## config.mk

```make
export PLATFORM = sky130hd
export DESIGN_NAME = hazard_ctrl
export DESIGN_NICKNAME = d
export VERILOG_FILES = /design/src/rtl/cpu_pkg.sv /design/src/rtl/load_use_detect.sv /design/src/rtl/hazard_ctrl.sv
export SDC_FILE = /design/constraint.sdc
export NUM_CORES = 1
export LEC_CHECK = 0
export CELL_PAD_IN_SITES_DETAIL_PLACEMENT = 2
export CELL_PAD_IN_SITES_GLOBAL_PLACEMENT = 2
export CORE_ASPECT_RATIO = 1.2
export CORE_MARGIN = 2
export CORE_UTILIZATION = 25
export CTS_CLUSTER_DIAMETER = 150
export DETAILED_ROUTE_END_ITERATION = 10
export PLACE_DENSITY = 0.88
export SYNTH_ARGS = -nofsm -noshare
export SYNTH_HDL_FRONTEND = slang
export SYNTH_SLANG_ARGS = --single-unit
```

## constraint.sdc

```tcl
create_clock -name clk -period 3.2 [get_ports clk]
set_input_delay 0.64 -clock clk [delete_from_list [all_inputs] [get_ports clk]]
set_output_delay 0.64 -clock clk [all_outputs]
set_load 0.01 [all_outputs]
```

## src/rtl/cpu_pkg.sv

```systemverilog
// Shared CPU definitions used by the hazard control slice.
//   REG_AW      : register-file address width
//   NOP_INSTR   : canonical NOP (addi x0, x0, 0) used when ID/EX is bubbled
//   hz_state_e  : hazard controller FSM state encoding (also exported for debug)
package cpu_pkg;

  localparam int unsigned REG_AW = 5;

  localparam logic [31:0] NOP_INSTR = 32'h0000_0013;

  typedef enum logic [1:0] {
    StBoot    = 2'd0,
    StRun     = 2'd1,
    StFlush   = 2'd2,
    StWaitMem = 2'd3
  } hz_state_e;

endpackage

```

## src/rtl/load_use_detect.sv

```systemverilog
// Load-use hazard detector (purely combinational).
// Ports:
//   id_rs1, id_rs2         : source registers of the instruction in ID
//   id_use_rs1, id_use_rs2 : ID instruction really reads that source
//   ex_rd                  : destination register of the instruction in EX
//   ex_mem_read            : EX instruction is a load
//   load_use               : ID needs the load result that is not yet available
module load_use_detect #(
  parameter int unsigned REG_AW = cpu_pkg::REG_AW
) (
  input  logic [REG_AW-1:0] id_rs1,
  input  logic [REG_AW-1:0] id_rs2,
  input  logic              id_use_rs1,
  input  logic              id_use_rs2,
  input  logic [REG_AW-1:0] ex_rd,
  input  logic              ex_mem_read,
  output logic              load_use
);

  logic rs1_hit;
  logic rs2_hit;

  assign rs1_hit = id_use_rs1 && (id_rs1 == ex_rd);
  assign rs2_hit = id_use_rs2 && (id_rs2 == ex_rd);

  // x0 is hardwired to zero, so a load targeting it never creates a dependency.
  assign load_use = ex_mem_read && (ex_rd != '0) && (rs1_hit || rs2_hit);

endmodule

```

## src/rtl/hazard_ctrl.sv

```systemverilog
// Pipeline hazard controller: boot redirect, branch flush, load-use bubble,
// multicycle-EX stall and instruction-memory wait with a pending redirect.
// Ports:
//   clk, rst_n                      : clock, async active-low reset
//   boot_add                        : PC for the first fetch after reset
//   id_rs1/id_rs2/id_use_rs1/2      : ID source operands
//   ex_rd/ex_mem_read               : EX destination and load flag
//   ex_branch_taken/ex_branch_target: EX redirect request
//   ex_busy                         : multicycle EX unit still working
//   imem_ready                      : instruction memory data valid
//   stall/flush                     : fetch stage freeze / IF-ID kill
//   pc_sel/pc_dest                  : next-PC override and its value (0 when unused)
//   id_ex_bubble                    : insert NOP into ID/EX
//   stall_cnt                       : saturating count of stalled cycles
//   state_o                         : current FSM state
module hazard_ctrl #(
  parameter int unsigned DATA_WIDTH = 32,
  parameter int unsigned REG_AW     = cpu_pkg::REG_AW,
  parameter int unsigned CNT_W      = 16
) (
  input  logic                  clk,
  input  logic                  rst_n,
  input  logic [DATA_WIDTH-1:0] boot_add,
  input  logic [REG_AW-1:0]     id_rs1,
  input  logic [REG_AW-1:0]     id_rs2,
  input  logic                  id_use_rs1,
  input  logic                  id_use_rs2,
  input  logic [REG_AW-1:0]     ex_rd,
  input  logic                  ex_mem_read,
  input  logic                  ex_branch_taken,
  input  logic [DATA_WIDTH-1:0] ex_branch_target,
  input  logic                  ex_busy,
  input  logic                  imem_ready,
  output logic                  stall,
  output logic                  flush,
  output logic                  pc_sel,
  output logic [DATA_WIDTH-1:0] pc_dest,
  output logic                  id_ex_bubble,
  output logic [CNT_W-1:0]      stall_cnt,
  output logic [1:0]            state_o
);

  import cpu_pkg::*;

  hz_state_e             state_q, state_d;
  logic                  pend_valid_q, pend_valid_d;
  logic [DATA_WIDTH-1:0] pend_target_q, pend_target_d;
  logic [CNT_W-1:0]      stall_cnt_q;
  logic                  load_use;

  load_use_detect #(
    .REG_AW (REG_AW)
  ) u_load_use_detect (
    .id_rs1      (id_rs1),
    .id_rs2      (id_rs2),
    .id_use_rs1  (id_use_rs1),
    .id_use_rs2  (id_use_rs2),
    .ex_rd       (ex_rd),
    .ex_mem_read (ex_mem_read),
    .load_use    (load_use)
  );

  always_comb begin
    state_d       = state_q;
    pend_valid_d  = pend_valid_q;
    pend_target_d = pend_target_q;
    stall         = 1'b0;
    flush         = 1'b0;
    pc_sel        = 1'b0;
    pc_dest       = '0;
    id_ex_bubble  = 1'b0;

    unique case (state_q)
      StBoot: begin
        pc_sel  = 1'b1;
        pc_dest = boot_add;
        flush   = 1'b1;
        state_d = StRun;
      end

      StRun: begin
        // Only the highest-priority event acts; a branch makes any stall moot.
        if (ex_branch_taken) begin
          pc_sel       = 1'b1;
          pc_dest      = ex_branch_target;
          flush        = 1'b1;
          id_ex_bubble = 1'b1;
          state_d      = StFlush;
        end else if (load_use) begin
          stall        = 1'b1;
          id_ex_bubble = 1'b1;
        end else if (ex_busy) begin
          stall = 1'b1;
        end else if (!imem_ready) begin
          stall   = 1'b1;
          state_d = StWaitMem;
        end
      end

      StFlush: begin
        // EX holds the bubble inserted by the redirect, so any branch flag is stale.
        flush   = 1'b1;
        state_d = StRun;
      end

      StWaitMem: begin
        if (!imem_ready) begin
          stall = 1'b1;
          if (ex_branch_taken) begin
            pend_valid_d  = 1'b1;
            pend_target_d = ex_branch_target;
          end
        end else if (ex_branch_taken || pend_valid_q) begin
          // A branch resolving on the exit cycle is the newest one and wins.
          pc_sel       = 1'b1;
          pc_dest      = ex_branch_taken ? ex_branch_target : pend_target_q;
          flush        = 1'b1;
          id_ex_bubble = 1'b1;
          pend_valid_d = 1'b0;
          state_d      = StFlush;
        end else begin
          state_d = StRun;
        end
      end

      default: state_d = StBoot;
    endcase
  end

  always_ff @(posedge clk or negedge rst_n) begin
    if (!rst_n) begin
      state_q       <= StBoot;
      pend_valid_q  <= 1'b0;
      pend_target_q <= '0;
      stall_cnt_q   <= '0;
    end else begin
      state_q       <= state_d;
      pend_valid_q  <= pend_valid_d;
      pend_target_q <= pend_target_d;
      if (stall && (stall_cnt_q != '1)) begin
        stall_cnt_q <= stall_cnt_q + CNT_W'(1);
      end
    end
  end

  assign stall_cnt = stall_cnt_q;
  assign state_o   = state_q;

endmodule
```

==> impl_metrics.yaml <==
pwr:
  power_density_nw_per_um2: 705
  leakage_nw: 2.38
  vdd_drop_max_v: 0.000315
worst_setup_path:
  critPathLaunch: "state_o[1]"
  worst_ep_arrival_time_ps: 2370
  ff2ff_setup_slack_ps: 960
  setup.worst_path.start_class: "flop"
  ff2ff_path_depth: 5
  worstPathRequired_ps: 2560
  r2r-start: "stall_cnt[2]"
  endpoint_kind: "output pin"
  setup.worst_path.end: "pc_dest[27]"
  r2r-end: "stall_cnt[1]"
  path_class: "reg2out"
  path_max_fanout: 16
timing:
  setup_viol: 0
  fin_crit_sh_pct: 94.1
  worst_pin_slew_ps: 605
  clock_skew_ps: 5.58
  period_minus_slack_ps: 3010
  slew_viol_final: 0
  finalHoldViolations: 0
  rsz0062_at_grt: "no"
  hold_ws_ps: 358
  slew_headroom_pct: 59.7
  fmax_ghz: 0.332
run_status:
  outcome: "complete, no violations"
synthesis:
  synth_compound_area_share_pct: 16.0
  ys_top_cells_by_count: "dfrtp_1 (51), mux2_2 (32), inv_1 (30), a222oi_1 (26), clkbuf_1 (15)"
  synth_top_family_by_area: "compound AO/OA/AOI/OAI gates"
  yosys.area.top_type: "dfrtp_1"
  synth_xor_area_share_pct: 7.75
  synthFlopType: "dfrtp_1"
  ys_types: 34
  synthesis.instances: 267
  synth_top_area_share_pct: 45.2
  synth-async-reset-ratio_pct: 100
  yosys.cell_count.top_type: "dfrtp_1"
  syn_avg_cell_area_um2: 10.6
  synth_fa_ha_area_share_pct: 0.443
  yosys-top-cells-area: "dfrtp_1 (45%), mux2_2 (13%), a222oi_1 (9.2%)"
  synth-edff-count: 0
  synth.ff_latch_count: 51
  yosys_warnings: 0
  synthSimpleGateAreaFrac_pct: 10.9
  synthesis.area_um2: 2830
  synth_nets: 355
  synth_mux_area_share_pct: 13.1
  synth_seq_area_share_pct: 45.2
grt:
  grt.overflow.total: 0
  grt_pass1_wl_mm: 17.1
  first_global_vias: 3200
  grt_usage_pct: 17.7
  grt_antenna_before_repair: 0
  grt_start_max_net_pins: 32
route:
  viasPerCell: 5.15
  wl_mm: 10.8
  wl_per_cell_um: 19.7
  drc: 0
  num_vias: 2826
  drt_iter0_drc: 193
  ant_nets: 0
  first_pass_iters: 5
clocking:
  cts_root_buffer: "clkbuf_16"
  clock_latency_ps: 290
  cts_buffers: 5
  htreeDepth: 2
  clk_pin_slew_ps: 70
  clock-sinks: 51
  cts_buffer_depth: 2
  cts_tree: "done"
die:
  die_w_um: 101
  dieArea_um2: 12200
  core_region_area_um2: 11000
  pin_count: 141
  start_util_pct: 25.6
  dieHeight_um: 120
  num_rows: 42
final_layout:
  areaGrowthSynthToFinish_pct: 68.9
  final_cell_area_um2: 4770
  drive_above_1_share_pct: 16.5
  fin_nets: 504
  fin_util_pct: 43.3
  antenna_cells: 0
hold_path:
  hold_class: "in2async"
place:
  placed_cell_area_um2: 4470
  dp_hpwl_mm: 8.06
  portBuffers: 140
  routabilityCongestion: 0.815
run:
  max_cap_violations: 0
==> report_power, final <==
part	total, mW	switching (mW)	leakage (nW)	internal [mW]
logic	1.60	0.706	1.67	0.890
clock network	0.625	0.236	0.0868	0.389
registers	1.14	0.237	0.623	0.907
total	3.37	1.18	2.38	2.19
==> state kept, by name, indices dropped and copies added (netlist names) <==
register / flops
stall_cnt: 16
state_o: 2
pend_valid_q: 1
pend_target_q: 32
==> final cells by class <==
type	count	area, um^2
fillers	1162	6260
repair buffers	159	1660
multi-input cells	169	1390
flip-flops and latches	51	1280
well taps	132	165
clock buffers	6	139
inverters	30	113
clock inverters	2	35.0
==> placed cells by master (no fill, tap or decap), types with 5 or more instances in the layout <==
| cell | instances |
|---|---|
| a222oi_1 | 26 |
| a22o_1 | 12 |
| buf_12 | 5 |
| buf_4 | 12 |
| clkbuf_16 | 5 |
| clkdlybuf4s50_1 | 109 |
| dfrtp_1 | 51 |
| dlygate4sd2_1 | 12 |
| dlymetal6s2s_1 | 18 |
| inv_1 | 30 |
| mux2_2 | 32 |
| nand2_1 | 14 |
| nand3_1 | 10 |
| nand4_1 | 6 |
| nor2_1 | 9 |
| nor3_1 | 5 |
| nor4_1 | 5 |
| xnor2_1 | 12 |
| xor2_1 | 13 |
==> worst min-delay path by stage <==
stage	end	slack (ps)	cells past startpoint
2_1_floorplan	pend_target_q[0]	340	0
3_3_place_gp	pend_target_q[8]	490	1
3_5_place_dp	stall_cnt[13]	480	1
4_1_cts	stall_cnt[5]	370	1
5_1_grt	stall_cnt[2]	390	1
6_report	stall_cnt[5]	360	1
==> metrics by stage <==
stage	total power [mW]	std cells	setup slack [ps]	setup TNS, ps
final	3.37	549	187	0
after global routing	3.60	549	26.4	0
after CTS	3.41	548	-30.1	-296
after detailed placement	2.78	537	-93.1	-264
after global placement	2.68	537	-26.3	-26.3
after floorplan	1.90	267	737	0
==> what timing repair did <==
item,in CTS,in global routing
gates resized for setup,18,18
setup endpoints to repair,11,23
hold buffers,0,0
cloned,1,0
buffers inserted,2,1
pin swaps,4,6
==> metal layers <==
layer  track usage, %  routed length, um  up-vias
li1                 -                  -     1290
met3             3.76                673       15
met1             19.9               4010     1415
met4             3.97                172        0
met5                0                  0        -
met2             33.7               5960      106
==> critical path, stage by stage (launching register included) <==
cell	delay [ps]
dfrtp_1	640
nand3_2	170
nor3b_4	280
buf_6	160
buf_16	140
a222oi_1	100
inv_1	70
clkdlybuf4s50_1	530
==> kinds of logic (layout without fill, tap and decap cells) <==
| group | after synthesis | count (layout) |
|---|---|---|
| and+or+nand+nor | 60 | 60 |
| DFF | 51 | 51 |
| AOI/OAI and AO/OA | 50 | 50 |
| buffers and inverters | 47 | 197 |
| muxes | 33 | 33 |
| xor gates and xnor gates | 25 | 25 |
| adders and majority gates | 1 | 1 |
Power figures use the tool's default switching activity.
